## src/rtl/fsm_flow_ctrl_param_pkg.sv

```systemverilog
// rtl/fsm_flow_ctrl_param_pkg.sv - shared state encoding and level-width helper for TLP flow control
package fsm_flow_ctrl_param_pkg;

    typedef enum logic [4:0] {
        ST_RESET  = 5'b00001,
        ST_INIT   = 5'b00010,
        ST_IDLE   = 5'b00100,
        ST_ACTIVE = 5'b01000,
        ST_ERROR  = 5'b10000
    } state_t;

    localparam int MAX_CH = 16;

    // A level counter must hold 0..DEPTH inclusive, hence depth+1 codes.
    function automatic int lvl_width(input int depth);
        return $clog2(depth + 1);
    endfunction

    function automatic logic is_flowing(input state_t s);
        return (s == ST_IDLE) || (s == ST_ACTIVE);
    endfunction

endpackage

```

## src/rtl/fsm_flow_ctrl_param_ch_flow.sv

```systemverilog
// rtl/fsm_flow_ctrl_param_ch_flow.sv - per-channel pause hysteresis and continue pulse
module fsm_flow_ctrl_param_ch_flow #(
    parameter int LVL_W = 4
) (
    input  logic             clk,
    input  logic             reset,
    input  logic [LVL_W-1:0] level,
    input  logic [LVL_W-1:0] alto,
    input  logic [LVL_W-1:0] bajo,
    input  logic             enable,
    input  logic             force_on,
    input  logic             clear,
    input  logic             pulse_en,
    output logic             pause,
    output logic             cont
);

    logic pause_q;
    logic pause_nx;
    logic cont_q;

    // Clear beats force beats hysteresis; between the watermarks the flag holds.
    always_comb begin
        pause_nx = pause_q;
        if (clear) begin
            pause_nx = 1'b0;
        end else if (force_on) begin
            pause_nx = 1'b1;
        end else if (enable) begin
            if (level >= alto) begin
                pause_nx = 1'b1;
            end else if (level <= bajo) begin
                pause_nx = 1'b0;
            end
        end
    end

    always_ff @(posedge clk or negedge reset) begin
        if (!reset) begin
            pause_q <= 1'b0;
            cont_q  <= 1'b0;
        end else begin
            pause_q <= pause_nx;
            cont_q  <= pulse_en & pause_q & ~pause_nx;
        end
    end

    assign pause = pause_q;
    assign cont  = cont_q;

endmodule

```

## src/rtl/fsm_flow_ctrl_param.sv

```systemverilog
// rtl/fsm_flow_ctrl_param.sv - NUM_CH-channel flow-control FSM between FIFO bank and TLP arbiter
module fsm_flow_ctrl_param
    import fsm_flow_ctrl_param_pkg::*;
#(
    parameter  int NUM_CH = 4,
    parameter  int DEPTH  = 8,
    localparam int LVL_W  = lvl_width(DEPTH)
) (
    input  logic                    clk,
    input  logic                    reset,
    input  logic                    init,
    input  logic [LVL_W-1:0]        umbral_alto,
    input  logic [LVL_W-1:0]        umbral_bajo,
    input  logic [NUM_CH*LVL_W-1:0] fifo_level,
    input  logic [NUM_CH-1:0]       fifo_empty,
    input  logic [NUM_CH-1:0]       fifo_full,
    input  logic [NUM_CH-1:0]       fifo_error,
    output logic [NUM_CH-1:0]       error_full,
    output logic [NUM_CH-1:0]       pause,
    output logic [NUM_CH-1:0]       continue_pulse,
    output logic                    idle,
    output logic [4:0]              state
);

    state_t             state_q;
    state_t             state_nx;
    logic [LVL_W-1:0]   alto_q;
    logic [LVL_W-1:0]   bajo_q;
    logic [NUM_CH-1:0]  ef_q;
    logic [NUM_CH-1:0]  ef_nx;
    logic [NUM_CH-1:0]  hit;
    logic [NUM_CH-1:0]  force_on;
    logic               idle_q;
    logic               all_empty;
    logic               cfg_bad;
    logic               flowing;
    logic               next_flowing;

    assign hit          = fifo_error | fifo_full;
    assign all_empty    = &fifo_empty;
    assign cfg_bad      = bajo_q >= alto_q;
    assign flowing      = is_flowing(state_q);
    assign next_flowing = is_flowing(state_nx);

    always_comb begin
        state_nx = state_q;
        if (init) begin
            state_nx = ST_INIT;
        end else begin
            case (state_q)
                ST_RESET:  state_nx = ST_INIT;
                ST_INIT: begin
                    if (cfg_bad)        state_nx = ST_ERROR;
                    else if (all_empty) state_nx = ST_IDLE;
                    else                state_nx = ST_ACTIVE;
                end
                ST_IDLE: begin
                    if (|hit)           state_nx = ST_ERROR;
                    else if (!all_empty) state_nx = ST_ACTIVE;
                end
                ST_ACTIVE: begin
                    if (|hit)           state_nx = ST_ERROR;
                    else if (all_empty) state_nx = ST_IDLE;
                end
                ST_ERROR:  state_nx = ST_ERROR;
                default:   state_nx = ST_RESET;
            endcase
        end
    end

    // A bad watermark pair flags every channel so the arbiter stalls them all.
    always_comb begin
        ef_nx = ef_q;
        if (init) begin
            ef_nx = '0;
        end else if (state_q == ST_INIT && cfg_bad) begin
            ef_nx = '1;
        end else if (flowing || state_q == ST_ERROR) begin
            ef_nx = ef_q | hit;
        end
    end

    // Forcing uses the upcoming flags so pause lands with error_full, not a cycle later.
    assign force_on = (state_nx == ST_ERROR) ? ef_nx : '0;

    always_ff @(posedge clk or negedge reset) begin
        if (!reset) begin
            state_q <= ST_RESET;
            alto_q  <= '0;
            bajo_q  <= '0;
            ef_q    <= '0;
            idle_q  <= 1'b0;
        end else begin
            state_q <= state_nx;
            ef_q    <= ef_nx;
            idle_q  <= (state_q == ST_IDLE) && all_empty;
            if (init) begin
                alto_q <= umbral_alto;
                bajo_q <= umbral_bajo;
            end
        end
    end

    for (genvar i = 0; i < NUM_CH; i++) begin : g_ch
        fsm_flow_ctrl_param_ch_flow #(
            .LVL_W(LVL_W)
        ) u_ch (
            .clk      (clk),
            .reset    (reset),
            .level    (fifo_level[i*LVL_W +: LVL_W]),
            .alto     (alto_q),
            .bajo     (bajo_q),
            .enable   (flowing),
            .force_on (force_on[i]),
            .clear    (init),
            .pulse_en (next_flowing),
            .pause    (pause[i]),
            .cont     (continue_pulse[i])
        );
    end

    assign state      = state_q;
    assign error_full = ef_q;
    assign idle       = idle_q;

endmodule
```

## config.mk

```make
export PLATFORM = sky130hd
export DESIGN_NAME = fsm_flow_ctrl_param
export DESIGN_NICKNAME = d
export VERILOG_FILES = /design/src/rtl/fsm_flow_ctrl_param_pkg.sv /design/src/rtl/fsm_flow_ctrl_param_ch_flow.sv /design/src/rtl/fsm_flow_ctrl_param.sv
export SDC_FILE = /design/constraint.sdc
export NUM_CORES = 1
export LEC_CHECK = 0
export CAP_MARGIN = 20
export CORE_ASPECT_RATIO = 1.75
export CORE_MARGIN = 3
export CORE_UTILIZATION = 48
export DETAILED_ROUTE_END_ITERATION = 10
export PLACE_DENSITY = 0.8
export REMOVE_ABC_BUFFERS = 1
export SLEW_MARGIN = 20
export SYNTH_ARGS = -nofsm -noshare
export SYNTH_HDL_FRONTEND = slang
export SYNTH_SLANG_ARGS = --single-unit
```

## constraint.sdc

```tcl
create_clock -name clk -period 2.6 [get_ports clk]
set_clock_uncertainty 0.15 [all_clocks]
set_input_delay 0.39 -clock clk [delete_from_list [all_inputs] [get_ports clk]]
set_output_delay 0.39 -clock clk [all_outputs]
set_load 0.05 [all_outputs]
```

==> results of run 1 <==
[cell families (layout without fill, tap and decap cells)]
kind of cell / Yosys count / in the layout / synth area share [%]
flops: 26 / 26 / 32.2
buf+inv: 32 / 83 / 7.41
compound gates: 66 / 66 / 20.3
fa+ha+maj: 36 / 36 / 22.2
simple gates: 58 / 58 / 16.6
mux: 1 / 1 / 0.556
xor+xnor: 1 / 1 / 0.803
[state kept, by name, indices dropped and copies added, names as in the netlist]
register and count:
bajo_q 4, g_ch.u_ch.cont 4, error_full 4, idle 1, state 5, g_ch.u_ch.pause 4, alto_q 4
[stage by stage]
step | worst slack (ns) | total power (uW) | instances | hold WS [ns] | area (um2)
6_report | 0.317 | 1470 | 319 | 0.334 | 2670
3_3_place_gp | 0.357 | 1130 | 315 | 0.403 | 2590
3_5_place_dp | 0.327 | 1140 | 315 | 0.406 | 2590
4_1_cts | 0.302 | 1480 | 319 | 0.340 | 2670
5_1_grt | 0.159 | 1560 | 319 | 0.367 | 2670
2_1_floorplan | 0.541 | 896 | 208 | -0.0556 | 1950
[path summary, 6_finish.rpt]
path | startpoint | end | slack, ns | cells after the start
setup / recovery | bajo_q[0] | g_ch[2].u_ch.cont | 0.32 | 7
hold / removal | reset | idle | 0.33 | 2
setup reg to reg | bajo_q[0] | g_ch[2].u_ch.cont | 0.32 | 7
hold reg to reg | error_full[0] | error_full[0] | 0.42 | 2
max in group asynchronous | reset | state[0] | 1.66 | 2
min in group clk | error_full[0] | error_full[0] | 0.42 | 2
[power by group through the flow]
stage / sequential [uW] / combinational, uW / clock [uW]
CTS: 518 / 622 / 339
finish: 519 / 619 / 332
detailed placement: 527 / 618 / 0
floorplan: 653 / 243 / 0
global route: 525 / 683 / 351
global placement: 525 / 604 / 0
[placed cells by master (no fill, tap or decap), types with 3 or more instances in the layout]
cell	count
o211ai_1	4
a31oi_1	3
clkbuf_8	3
dfrtp_1	25
a21oi_1	13
ha_1	36
inv_1	20
clkdlybuf4s50_1	56
nor2_1	16
a41oi_1	3
buf_4	3
o31ai_1	5
nand2b_1	3
nand4_1	4
nand2_1	10
o21ai_0	25
nor2b_1	7
[final cells by class]
cell class / instances / area [um2]
fill: 356 / 1310
multi-input combinational: 162 / 1220
sequential: 26 / 652
timing repair buffer: 59 / 583
inverter: 20 / 75.1
tap: 48 / 60.1
clock buffer: 3 / 41.3
clock inverter: 1 / 30.0
[per-layer routing]
| metal | share of wire, % | global-route usage [%] |
|---|---|---|
| met3 | 3.5 | 2.60 |
| met5 | 0 | 0 |
| met4 | 3.0 | 8.92 |
| met1 | 37 | 22.4 |
| met2 | 56 | 39.5 |
[critical path: cells and delay by family (launching register included)]
kind / cells / cell delay (ns)
DFF: 1 / 0.44
and+or+nand+nor: 2 / 0.41
AOI/OAI and AO/OA: 3 / 0.84
buffers and inverters: 1 / 0.08
adders and majority gates: 1 / 0.27
==> metrics.md, run 1 <==
| Metric | Value |
|---|---|
| Outcome | `complete, no violations` |
| Netlist cell types | `44` |
| Gate Count Post-Synth | `220` |
| Post-synth top cells | `ha_1, dfrtp_1, o21ai_0` |
| Final Slew Violations | `0` |
| Final period utilization | `between 80% and 90%` |
| Routed wire length | `4900 um` |
| Count leader, synth | `ha_1` |
| GRT Residual Overflow | `0` |
| Vias in the first global route | `1808` |
| Startpoint types | `flip-flop` |
| I/O Buffers | `56` |
| Pleak | `between 0.001 and 0.0015 uW` |
| DRT iter0 DRCs | `27` |
| Top_reg_cell synth | `dfrtp_1` |
| CTS Hold Bufs | `0` |
| Max Fanout on Critical Path | `6` |
| Sw Share | `between 30 and 40%` |
| Post-DP HPWL | `4110 um` |
| Final nets | `347` |
| PD cells | `552 nW/um2` |
| Flop pwr share | `35.3%` |
| Fraction of layout cells with a size suffix above 1 | `6.27%` |
| Final-report hold violation count | `0` |
| Cts bufs inserted | `3` |
| CP required | `between 2 and 3 ns` |
| Largest buffer count on any clock path | `2` |
| CP endpoint kind | `flip-flop` |
| Worst slew pin tran | `0.505 ns` |
| Rel. slew slack | `66.2%` |
| Routed WL per cell | `roughly 15 um` |
| H-tree levels | `1` |
| Placer Congestion | `0.830` |
| Synth area leader | `dfrtp_1` |
| Reg clk slew, reported paths | `0.09 ns` |
| Total GRT Usage | `21.4%` |
| P&R area growth vs syn | `31.6%` |
| Post-CTS resize count | `0` |
| Worst hold path class | `in -> async` |
| Largest net degree at the start of global routing | `27` |
| Setup repair bufs after CTS | `0` |
| Post-route ant nets | `0` |
| CTS tree | `built` |
| Tmin final | `2.28 ns` |
| Largest stage delay, worst path | `between 0.4 and 0.5 ns` |
| Number of max-cap violations | `0` |
| FMAX | `0.438 GHz` |
| Clk_lat worst skew | `around 0.27 ns` |
| Die width | `55.1 um` |
| Initial core utilization | `50.9%` |
| NetSw | `between 500 and 600 uW` |
| Maximum vdd drop | `0.000507 V` |
| Synth warnings | `0` |
| Post-synth top area share | `30.9%` |
| Post-synth ARST share | `100%` |
| EDFF count, synth | `0` |
| Diode count | `0` |
| Drt pass-1 iters | `4` |
| First-pass GRT wire length | `about 8000 um` |
| Layout Utilization | `between 60 and 70%` |
| Clock group share of total power | `between 20% and 30%` |
| Crit path DAT | `2.31 ns` |
| Vias | `1790` |
| Int Power | `921 uW` |
| Type of the worst setup path | `reg -> reg` |
| RSZ-0062 raised after global routing | `no` |
| Die area | `~5100 um2` |
| Comb pwr share | `42.1%` |
| Ports | `57` |
| # DRC | `0` |
| Area contributors post-synth | `dfrtp_1, ha_1, o21ai_0, inv_1, a21oi_1` |
| Final setup TNS | `0 ns` |
| Synth Register Bits | `26` |
| Die Y | `91.9 um` |
| Core box area | `3980 um2` |
| Mapped Avg Cell Area | `9.21 um2` |
| Slowest-stage cell, CP | `dfrtp_1` |
| Clk sinks | `26` |
| Sequential area share after synthesis | `32.2%` |
| Antenna violations before repair | `0` |
| Row cnt | `30` |
| Final setup violation count | `0` |
| Cell Area, Synth | `approximately 2000 um2` |
| Vias/cell | `between 5 and 6` |
| Cell Chain, Critical Path | `inv_1, ha_1, nand2b_1, a211oi_1, o21bai_1, o31a_2, nor4b_2` |
| Clk root buf | `clkbuf_8` |
No activity file was read; power rests on OpenSTA's default activity.
==> run 2, diff against run 1 <==
--- a/config.mk
+++ b/config.mk
@@ -9,7 +9,9 @@
 export CORE_ASPECT_RATIO = 1.75
 export CORE_MARGIN = 3
 export CORE_UTILIZATION = 48
+export CTS_CLUSTER_DIAMETER = 150
 export DETAILED_ROUTE_END_ITERATION = 10
+export MAX_ROUTING_LAYER = met4
 export PLACE_DENSITY = 0.8
 export REMOVE_ABC_BUFFERS = 1
 export SLEW_MARGIN = 20
==> constraint.sdc (replaced) <==
create_clock -name clk -period 2.5 [get_ports clk]
set_clock_uncertainty 0.15 [all_clocks]
set_input_delay 0.375 -clock clk [delete_from_list [all_inputs] [get_ports clk]]
set_output_delay 0.375 -clock clk [all_outputs]
set_load 0.05 [all_outputs]
==> run 2 against run 1 <==
Non-clock buffer count rose by 3. Global-route usage rose by 1.5 points. Flip-flop and latch count did not move. Worst setup slack got worse by 0.081 ns. Count of clock-buffer cells in the layout did not move. Worst hold slack got worse by 0.022 ns. Design area rose by 0.85%. Critical path depth fell by 6. Final cell count rose by 0.94%. Sequential power rose by 3%. Total power rose by 5.3%. Critical path type is now reg -> out. Critical endpoint is now state[0].
==> metrics.md, run 2 (synthesized netlist as in run 1, its figures left out) <==
| Metric | Value |
|---|---|
| Outcome | `complete, no violations` |
| Final period utilization | `about 90%` |
| GRT Residual Overflow | `0` |
| Final-report hold violation count | `0` |
| Post-route ant nets | `0` |
| Largest net degree at the start of global routing | `27` |
| DRT iter0 DRCs | `27` |
| Die area | `5070 um2` |
| Placer Congestion | `0.826` |
| Top delay family on crit path | `buffers and inverters` |
| First-pass GRT wire length | `8380 um` |
| Largest buffer count on any clock path | `2` |
| Number of max-cap violations | `0` |
| Clk_lat worst skew | `0.28 ns` |
| Rel. slew slack | `66.3%` |
| Max reg flops | `5` |
| CP endpoint kind | `output pin` |
| Pleak | `0.00120 uW` |
| Maximum vdd drop | `around 0.00050 V` |
| Antenna violations before repair | `0` |
| CP required | `1.98 ns` |
| Slowest-stage cell, CP | `clkdlybuf4s50_1` |
| Fraction of layout cells with a size suffix above 1 | `7.30%` |
| Worst slew pin tran | `0.503 ns` |
| Reg area | `652 um2` |
| Clk sinks | `26` |
| Vias in the first global route | `1916` |
| Multi-input gate area in the final layout | `1220 um2` |
| CTS tree | `built` |
| # DRC | `0` |
| Post-CTS resize count | `0` |
| Max Fanout on Critical Path | `9` |
| Largest stage delay, worst path | `0.83 ns` |
| Final setup violation count | `0` |
| Cts bufs inserted | `3` |
| Worst hold path class | `in -> async` |
| Crit path DAT | `1.74 ns` |
| Critical path depth | `1` |
| CTS Hold Bufs | `0` |
| Post-DP HPWL | `4170 um` |
| Final setup TNS | `0 ns` |
| Cell Chain, Critical Path | `clkdlybuf4s50_1` |
| Total GRT Usage | `22.9%` |
| Core box area | `approximately 4000 um2` |
| Vias | `between 1500 and 2000` |
| Reg clk slew, reported paths | `0.10 ns` |
| Worst hold slack | `between 0.3 and 0.4 ns` |
| Ports | `57` |
| R2R cell count | `7` |
| I/O Buffers | `56` |
| P&R area growth vs syn | `32.7%` |
| PD cells | `between 500 and 600 nW/um2` |
| Drt pass-1 iters | `4` |
| Clk root buf | `clkbuf_8` |
| Final Slew Violations | `0` |
| Setup repair bufs after CTS | `0` |
| Vias/cell | `between 5 and 6` |
| Most common cell after layout, fill and taps aside | `clkdlybuf4s50_1` |
| Type of the worst setup path | `reg -> out` |
| FMAX | `0.442 GHz` |
| Die Y | `91.9 um` |
| WP buf/inv | `1` |
| Routed wire length | `5030 um` |
| RSZ-0062 raised after global routing | `no` |
| Layout Utilization | `67.5%` |
| Routed WL per cell | `15.6 um` |
| Diode count | `0` |
| Setup ws final | `between 0.2 and 0.25 ns` |
| Final nets | `350` |
| Startpoint types | `flip-flop` |
| Filler cells | `342` |
| Most frequent cells in the layout | `clkdlybuf4s50_1, ha_1, o21ai_0, dfrtp_1, inv_1` |
| Row cnt | `30` |
| Initial core utilization | `50.9%` |
| H-tree levels | `1` |
| Tmin final | `2.26 ns` |
| Die width | `approximately 55 um` |
| Pre-CTS setup slack | `0.257 ns` |
| Tot Pwr | `roughly 1500 uW` |
## run 2: path summary, 6_finish.rpt
kind	from	to	slack, ns
min in group clk	error_full[0]	error_full[0]	0.44
setup reg to reg	bajo_q[0]	g_ch[0].u_ch.cont	0.31
max in group asynchronous	reset	state[0]	1.58
setup / recovery	state[0]	state[0]	0.24
hold reg to reg	error_full[0]	error_full[0]	0.44
hold / removal	reset	bajo_q[3]	0.31
## run 2: final cells by class
class	instances	share of cell area, %
inverter	20	2.79
multi-input combinational	162	45.5
timing repair buffer	62	22.5
clock inverter	1	1.12
clock buffer	3	1.54
sequential	26	24.3
tap	48	2.23
## run 2: worst register-to-register path, delay by kind of cell (launching register included)
family          cells  cell delay (ns)
fa+ha+maj           1             0.23
flops               1             0.39
simple gates        2             0.40
buf+inv             1             0.08
compound gates      3             0.84
## run 2: routing by layer
layer	GRT usage [%]	share of wire [%]	vias up	wire length [um]
met5	-	0	-	0
met4	8.32	2.2	0	110
met3	2.28	3.8	9	193
met2	41.8	58	47	2890
met1	23.7	36	893	1830
li1	-	-	901	-
## run 2: power breakdown
part	internal (uW)	switching [uW]	total (uW)
Clock	215	142	356
Combinational	273	383	656
Sequential	476	59.2	536
## run 2: through the flow
step | instance area (um2) | instances
3_5_place_dp | 2620 | 318
3_3_place_gp | 2620 | 318
4_1_cts | 2690 | 322
6_report | 2690 | 322
5_1_grt | 2690 | 322
2_1_floorplan | 1950 | 208
